===== src/rtl/operand_loader.sv =====
// Operand front end for the 2-bit ripple adder: synchronises switches and buttons,
// debounces the buttons and sequences operand loading through a three-state FSM.
module operand_loader #(
   parameter  int DEBOUNCE_CYCLES = 100000,
   localparam int CNT_W           = $clog2(DEBOUNCE_CYCLES + 1)
) (
   input  logic       clk,
   input  logic       rst,
   input  logic [1:0] sw,
   input  logic       btn_load,
   input  logic       btn_clear,
   output logic [1:0] test1,
   output logic [1:0] test2,
   output logic       operands_valid,
   output logic [1:0] state_led
);

   typedef enum logic [1:0] {
      LOAD_A = 2'b00,
      LOAD_B = 2'b01,
      READY  = 2'b10
   } state_t;

   logic [1:0] sw_meta_reg;
   logic [1:0] sw_sync_reg;
   logic [1:0] btn_raw;
   logic [1:0] pulse;
   logic       load_p;
   logic       clear_p;

   state_t     state_reg,  state_next;
   logic [1:0] test1_reg,  test1_next;
   logic [1:0] test2_reg,  test2_next;
   logic       valid_reg,  valid_next;

   assign btn_raw = {btn_clear, btn_load};

   always_ff @(posedge clk) begin
      if (rst) begin
         sw_meta_reg <= 2'b00;
         sw_sync_reg <= 2'b00;
      end else begin
         sw_meta_reg <= sw;
         sw_sync_reg <= sw_meta_reg;
      end
   end

   // Index 0 is the load button, index 1 the clear button.
   generate
      for (genvar gi = 0; gi < 2; gi++) begin : g_btn
         logic             meta_reg;
         logic             sync_reg;
         logic             deb_reg;
         logic             deb_prev_reg;
         logic [CNT_W-1:0] cnt_reg;

         always_ff @(posedge clk) begin
            if (rst) begin
               meta_reg     <= 1'b0;
               sync_reg     <= 1'b0;
               deb_reg      <= 1'b0;
               deb_prev_reg <= 1'b0;
               cnt_reg      <= '0;
            end else begin
               meta_reg     <= btn_raw[gi];
               sync_reg     <= meta_reg;
               deb_prev_reg <= deb_reg;
               if (sync_reg == deb_reg) begin
                  cnt_reg <= '0;
               end else if (cnt_reg == CNT_W'(DEBOUNCE_CYCLES - 1)) begin
                  // Mismatch has persisted for DEBOUNCE_CYCLES samples: accept it.
                  deb_reg <= sync_reg;
                  cnt_reg <= '0;
               end else begin
                  cnt_reg <= cnt_reg + CNT_W'(1);
               end
            end
         end

         assign pulse[gi] = deb_reg & ~deb_prev_reg;
      end
   endgenerate

   assign load_p  = pulse[0];
   assign clear_p = pulse[1];

   always_ff @(posedge clk) begin
      if (rst) begin
         state_reg <= LOAD_A;
         test1_reg <= 2'b00;
         test2_reg <= 2'b00;
         valid_reg <= 1'b0;
      end else begin
         state_reg <= state_next;
         test1_reg <= test1_next;
         test2_reg <= test2_next;
         valid_reg <= valid_next;
      end
   end

   always_comb begin
      state_next = state_reg;
      test1_next = test1_reg;
      test2_next = test2_reg;
      if (clear_p) begin
         state_next = LOAD_A;
         test1_next = 2'b00;
         test2_next = 2'b00;
      end else if (load_p) begin
         case (state_reg)
            LOAD_A: begin
               test1_next = sw_sync_reg;
               state_next = LOAD_B;
            end
            LOAD_B: begin
               test2_next = sw_sync_reg;
               state_next = READY;
            end
            READY: begin
               test1_next = sw_sync_reg;
               state_next = LOAD_B;
            end
            default: state_next = LOAD_A;
         endcase
      end
      valid_next = (state_next == READY);
   end

   assign test1          = test1_reg;
   assign test2          = test2_reg;
   assign operands_valid = valid_reg;
   assign state_led      = state_reg;

endmodule


===== config.mk =====
export PLATFORM = sky130hd
export DESIGN_NAME = operand_loader
export DESIGN_NICKNAME = d
export VERILOG_FILES = /design/src/rtl/operand_loader.sv
export SDC_FILE = /design/constraint.sdc
export NUM_CORES = 1
export LEC_CHECK = 0
export ABC_AREA = 1
export ABC_CLOCK_PERIOD_IN_PS = 4900
export CAP_MARGIN = 20
export CORE_MARGIN = 4
export CORE_UTILIZATION = 50
export CTS_CLUSTER_SIZE = 20
export DETAILED_ROUTE_END_ITERATION = 10
export HOLD_SLACK_MARGIN = 0.1
export PLACE_DENSITY = 0.67
export SYNTH_ARGS = -nofsm -noshare
export SYNTH_HDL_FRONTEND = slang
export SYNTH_SLANG_ARGS = --single-unit
export TNS_END_PERCENT = 100

===== constraint.sdc =====
create_clock -name clk -period 4.9 [get_ports clk]
set_clock_uncertainty 0.15 [all_clocks]
set_input_delay 1.225 -clock clk [delete_from_list [all_inputs] [get_ports clk]]
set_output_delay 1.225 -clock clk [all_outputs]
set_load 0.02 [all_outputs]

# Word-level counts from Yosys, hierarchy flattened
# Cells that the tools add are included.
[op_classes] n_reduce_logical=9 eq_ne=7 mux=3 n_bitwise=6 addsub=2
[ops] op="adder 17 x 1 -> 17 bit (second input constant)" count=2
[ops] op="equality test 17 bit (second input constant)" count=2
[ops] op="AND reduction 2 bit" count=4
[ops] op="OR reduction 3 bit" count=2
[ops] op="equality test 2 bit (second input constant)" count=2
[ops] op="2-to-1 mux 2 bit" count=2
[ops] op="NOT 1 bit" count=4
[ops] op="case mux 2 bit (2 select lines)" count=1
[ops] op="OR reduction 2 bit" count=2
[ops] op="bitwise AND 1 bit" count=2
[ops] op="equality test 1 bit" count=2
[ops] op="equality test 2 x 1 -> 1 bit (second input constant)" count=1
[ops] op="logical NOT 2 bit" count=1
[totals] elab_cells=43 regBits=53 out_inout_bits=7 input_bits=6

# Longest topological paths before layout
# Gate-level depths: netlist of run 1.
[logic_depth] depth_word=6 mapped_depth=9 ltp_nobuf=9

# Least setup slack after synthesis of run 1
# Ideal clock, no wire load.
[synth_path] path_type="input to register" from="in rst" to="reg g_btn[1].cnt_reg[14]" slack_ps=2784 t_arrival_ps=1904 required_time_ps=4688 setup_ps=62 path_buffers=1 cell_stages=6 cell_sequence="inv_1 o21ai_0 nor2_1 o21ai_4 buf_6 nor2_2"
[synth_via] elab_chain_cells=1
[synth_lines] element="start, declared" line_no="8" source="input logic rst,"
[synth_lines] element="OR reduction 3 bit (no line)"
[synth_lines] element="end signal, assigned" line_no="75" source="cnt_reg <= cnt_reg + CNT_W'(1);"
[synth_lines] element="end, declared" line_no="55" source="logic [CNT_W-1:0] cnt_reg;"
# Every way passes these cells.
# A chain may end at the register's enable or synchronous reset.

# Worst setup path after layout of run 1
[layout_path] from="reg state_reg[1], in the netlist state_led[1]" to="out state_led[1]"
[layout_rtl] element="start, declared" line_no="31" source="state_t state_reg, state_next;"
[layout_rtl] element="start signal, assigned" line_no="94" source="state_reg <= state_next;"
[layout_rtl] element="end, declared" line_no="15" source="output logic [1:0] state_led"
# No word-level cell between the ends.

==> metrics.txt, run 1 <==
RSZ-0062 raised after global routing=false; clock buffers created by TritonCTS=5; die area=6030 um2; Final Max Slew Viols=0; register area share after synthesis=43.7%; Root Buffer=clkbuf_8; top cell family by delay on the critical path=buffers and inverters; most common cell after layout, fill and taps aside=nand2_1; Hold Buf Count CTS=0; first-pass GRT wire length=7760 um; crit-path cells=clkdlybuf4s50_1; Seq pwr share=61.8%; yosys warns=0; Int Pwr=544 uW; Mapped Area=2430 um2; CP max FO=3; VDD IR-drop max=0.136 mV; Final period util=54.4%; antenna viol nets, final=0; clock power share=36.3%; Post-CTS Resized=0; max incr delay on CP=0.62 ns; TNS Setup=0 ns; core area=4720 um2; initial antenna violation count=0; Finished Layout Cells=436; Worst-Skew Late Latency=0.31 ns; CP startpoint kind=flip-flop; Crit path arrival time=1.29 ns; Die W=77.7 um; Worst Hold Class=reg -> reg; Least-Margin Pin Slew=0.527 ns; Setup WS pre-CTS=1.95 ns; synth unique cells=24; clk sink count=53; CP endpoint kind=primary output; max FFs per register=34; Synthesized Nets=360; FF+latch count, synth=53; Crit-path slowest cell=clkdlybuf4s50_1; worst setup margin=2.23 ns; Switching Power=161 uW; hold path depth=2; clk slew on worst S/H paths=0.10 ns; dpl cells=428; Pleak=0.000910 uW; Sw Share=22.8%; layout cell share with drive strength beyond 1=6.23%; I/O Buffers=12; # diodes=0; GRT Residual Overflow=0; largest net degree at the start of global routing=19; via count=1,994; vias per inst=4.57; drt pass-1 iters=4; Initial Utilization=51.4%; row cnt=25; # IOs=13; R2R cell count=6; CTS H-tree lvls=2; Fin Hold WS=0.256 ns; run status=finished, final reports clean; die height=77.7 um; Max Cap Viol=0; vias in the first global route=1,931; nets=376; commonest cells after routing, fill and taps aside=nand2_1 (84), nor2_1 (78), dfxtp_1 (53); syn avg cell area=6.90 um2; Crit Path Class=reg -> out; Synth Instances=352; CTS tree=done; Final Hold Fails=0; total wire length=4280 um; Tot Pwr=705 uW; Post-DP HPWL=3210 um; gp weighted congestion=0.828; worst path bufs/invs=1; GRT Total Usage=15.8%; P&R area growth vs syn=11.4%; drt wl/cell=9.81 um; logic gate share of total power=2.0%; Worst EP required=3.52 ns; crit path time final=2.67 ns; postcts setup bufs=0; final setup violation count=0; Worst slew margin=64.7%; 1st-iter DRT viols=75; clock tree buffer depth=2; PwrDens=261 nW/um2; CP Depth=1; Peak Freq=375 MHz; DR DRC count=0
==> layout make-up <==
cell class | count | area [um2]
Clock buffer | 5 | 68.8
Fill cell | 478 | 2020
Tap cell | 67 | 83.8
Clock inverter | 3 | 26.3
Inverter | 50 | 188
Sequential cell | 53 | 1060
Multi-Input combinational cell | 246 | 1160
Timing Repair Buffer | 12 | 120
==> per-stage QoR <==
| stage | utilization, % | cell area, um2 |
|---|---|---|
| 2_1_floorplan | - | 2430 |
| 3_3_place_gp | 55.2 | 2610 |
| 3_5_place_dp | 55.2 | 2610 |
| 4_1_cts | 57.2 | 2700 |
| 5_1_grt | 57.2 | 2700 |
| 6_report | 57.2 | 2700 |
==> synthesized netlist by cell type (all sizes together) <==
master  instances  area (um2)
a21oi          15        75.1
buf             2        18.8
clkbuf          1        3.75
dfxtp          53        1060
ha              2        25.0
inv            50         188
nand2          86         328
nand3          18         100
nand3b          2        15.0
nand4           7        43.8
nor2           87         354
nor3            3        15.0
o21ai           9        56.3
or2             2        12.5
xnor2           6        52.6
xor2            9        78.8
==> cells by family (layout without fill, tap and decap cells) <==
logic type               after synthesis  after routing  synth area share (%)
AO/OA/AOI/OAI                         24             24                  5.41
flip-flops                            53             53                  43.7
buffers and inverters                 53             70                  8.66
XOR/XNOR                              15             15                  5.41
AND/OR/NAND/NOR                      205            205                  35.8
adder cells (fa/ha/maj)                2              2                  1.03
==> metal layers <==
| layer | GRT usage, % | wire, um | share of wire (%) |
|---|---|---|---|
| met4 | 6.23 | 42 | 0.98 |
| met3 | 3.83 | 81 | 1.9 |
| met2 | 28.6 | 2090 | 49 |
| met5 | 0 | 0 | 0 |
| met1 | 17.6 | 2070 | 48 |
==> power groups by stage <==
stage          clock network (uW)  registers, uW  logic, uW
2_1_floorplan                   0            445       9.12
3_3_place_gp                    0            445       14.2
3_5_place_dp                    0            446       14.3
4_1_cts                       265            436       14.4
5_1_grt                       285            436       16.3
6_report                      256            436       14.0
==> worst paths after layout <==
path	start	endpoint	slack [ns]
min	sw_meta_reg[1]	sw_sync_reg[1]	0.26
max reg2reg	g_btn[1].cnt_reg[0]	g_btn[1].cnt_reg[10]	3.01
max	state_led[1]	state_led[1]	2.23
min reg2reg	sw_meta_reg[1]	sw_sync_reg[1]	0.26
Note: power is estimated with default switching activity, not from simulation.
==> run 2: changes to the inputs <==
ABC_CLOCK_PERIOD_IN_PS = 2200   (was 4900)
PLACE_DENSITY = 0.7   (was 0.67)
clock period = 2.2 ns   (was 4.9 ns; I/O delays follow)
==> metrics.txt, run 2 (synthesis results as in run 1) <==
Root Buffer=clkbuf_8 (unchanged); DR DRC count=0 (unchanged); Least-Margin Pin Slew=0.494 ns (was 0.527 ns); Crit path arrival time=1.29 ns (about the same); clock power share=35.9% (was 36.3%); Crit-path slowest cell=clkdlybuf4s50_1 (unchanged); run status=finished, final reports clean (unchanged); TNS Setup=0 ns (unchanged); antenna viol nets, final=0 (unchanged); top cell family by delay on the critical path=buffers and inverters (unchanged); Peak Freq=503 MHz; worst setup margin=0.213 ns (was 2.23 ns); CTS H-tree lvls=2 (unchanged); initial antenna violation count=0 (unchanged); Final period util=90.3%; Worst Hold Class=reg -> reg (unchanged); vias in the first global route=1,784 (was 1,931); most common cell after layout, fill and taps aside=nand2_1 (unchanged); Switching Power=352 uW (was 161 uW); clk sink count=53 (unchanged); GRT Residual Overflow=0 (unchanged); 1st-iter DRT viols=100 (was 75); layout cell share with drive strength beyond 1=6.49% (was 6.23%); logic gate share of total power=2.1% (was 2.0%); Final Hold Fails=0 (unchanged); crit path time final=1.99 ns; Worst slew margin=66.9% (was 64.7%); Tot Pwr=1570 uW (was 705 uW); Finished Layout Cells=437 (was 436); CTS tree=done (unchanged); Crit Path Class=reg -> out (unchanged); Initial Utilization=51.4% (unchanged); # IOs=13 (unchanged); Worst EP required=1.50 ns (was 3.52 ns); gp weighted congestion=0.797 (was 0.828); Pleak=0.000908 uW (was 0.000910 uW); final setup violation count=0 (unchanged); row cnt=25 (unchanged); core area=4720 um2 (unchanged); nets=377 (was 376); worst path bufs/invs=1 (unchanged); CP max FO=3 (unchanged); Seq pwr share=62.0% (was 61.8%); Setup WS pre-CTS=0.217 ns (was 1.95 ns); Post-DP HPWL=3080 um (was 3210 um); RSZ-0062 raised after global routing=false (unchanged); die height=77.7 um (unchanged); PwrDens=577 nW/um2 (was 261 nW/um2); total wire length=4060 um (was 4280 um); Max Cap Viol=0 (unchanged); dpl cells=429 (was 428); Sw Share=22.5% (was 22.8%); max FFs per register=34 (unchanged); Final Max Slew Viols=0 (unchanged); crit-path cells=clkdlybuf4s50_1 (unchanged); die area=6030 um2 (unchanged); clock buffers created by TritonCTS=5 (unchanged); Int Pwr=1210 uW (was 544 uW); clock tree buffer depth=2 (unchanged); clk slew on worst S/H paths=0.10 ns (about the same); postcts setup bufs=0 (unchanged); Die W=77.7 um (unchanged); VDD IR-drop max=0.428 mV (was 0.136 mV); GRT Total Usage=15.3% (was 15.8%); I/O Buffers=12 (unchanged); # diodes=0 (unchanged); Worst-Skew Late Latency=0.31 ns (about the same); Hold Buf Count CTS=0 (unchanged); Post-CTS Resized=0 (unchanged); CP endpoint kind=primary output (unchanged); drt wl/cell=9.29 um (was 9.81 um); first-pass GRT wire length=7540 um (was 7760 um); CP startpoint kind=flip-flop (unchanged); via count=2,011 (was 1,994); largest net degree at the start of global routing=19 (unchanged); P&R area growth vs syn=11.7% (was 11.4%); max incr delay on CP=0.61 ns (was 0.62 ns); commonest cells after routing, fill and taps aside=nand2_1 (84), nor2_1 (78), dfxtp_1 (53) (unchanged); drt pass-1 iters=4 (unchanged); vias per inst=4.60 (was 4.57)
run 2: path summary, 6_finish.rpt:
path | startpoint | cells after the start | end | slack [ns]
worst max-delay path | state_led[1] | 1 | state_led[1] | 0.21
worst min-delay path | sw_meta_reg[0] | 2 | sw_sync_reg[0] | 0.26
worst max register to register | g_btn[1].cnt_reg[0] | 6 | g_btn[1].cnt_reg[10] | 0.33
worst min register to register | sw_meta_reg[0] | 2 | sw_sync_reg[0] | 0.26
run 2: through the flow:
stage	utilization (%)	hold slack, ns	area (um2)
final	57.4	0.258	2710
after global routing	57.4	0.285	2710
after CTS	57.4	0.260	2710
after detailed placement	55.4	0.245	2620
after global placement	55.4	0.241	2620
after floorplan	-	0.238	2430
run 2: layout make-up:
type | instances | area [um2]
fill | 451 | 2010
multi-input combinational | 246 | 1160
sequential | 53 | 1060
inverter | 50 | 188
timing repair buffer | 13 | 128
tap | 67 | 83.8
clock buffer | 5 | 68.8
clock inverter | 3 | 26.3
run 2: power by group through the flow:
stage | sequential [uW] | clock, uW | combinational [uW]
after floorplan | 992 | 0 | 20.3
after global placement | 992 | 0 | 33.3
after detailed placement | 993 | 0 | 33.5
after CTS | 970 | 590 | 33.7
after global routing | 972 | 625 | 38.0
final | 970 | 562 | 33.0
run 2: metal layers:
layer  part of all wire [%]  wire length (um)  vias to the layer above  GRT usage (%)
li1                       -                 -                     1111              -
met1                     49              1970                      875           18.3
met2                     47              1890                       17           25.9
met3                    2.8               114                        8           4.29
met4                    2.0                80                        0           5.87
met5                      0                 0                        -              0
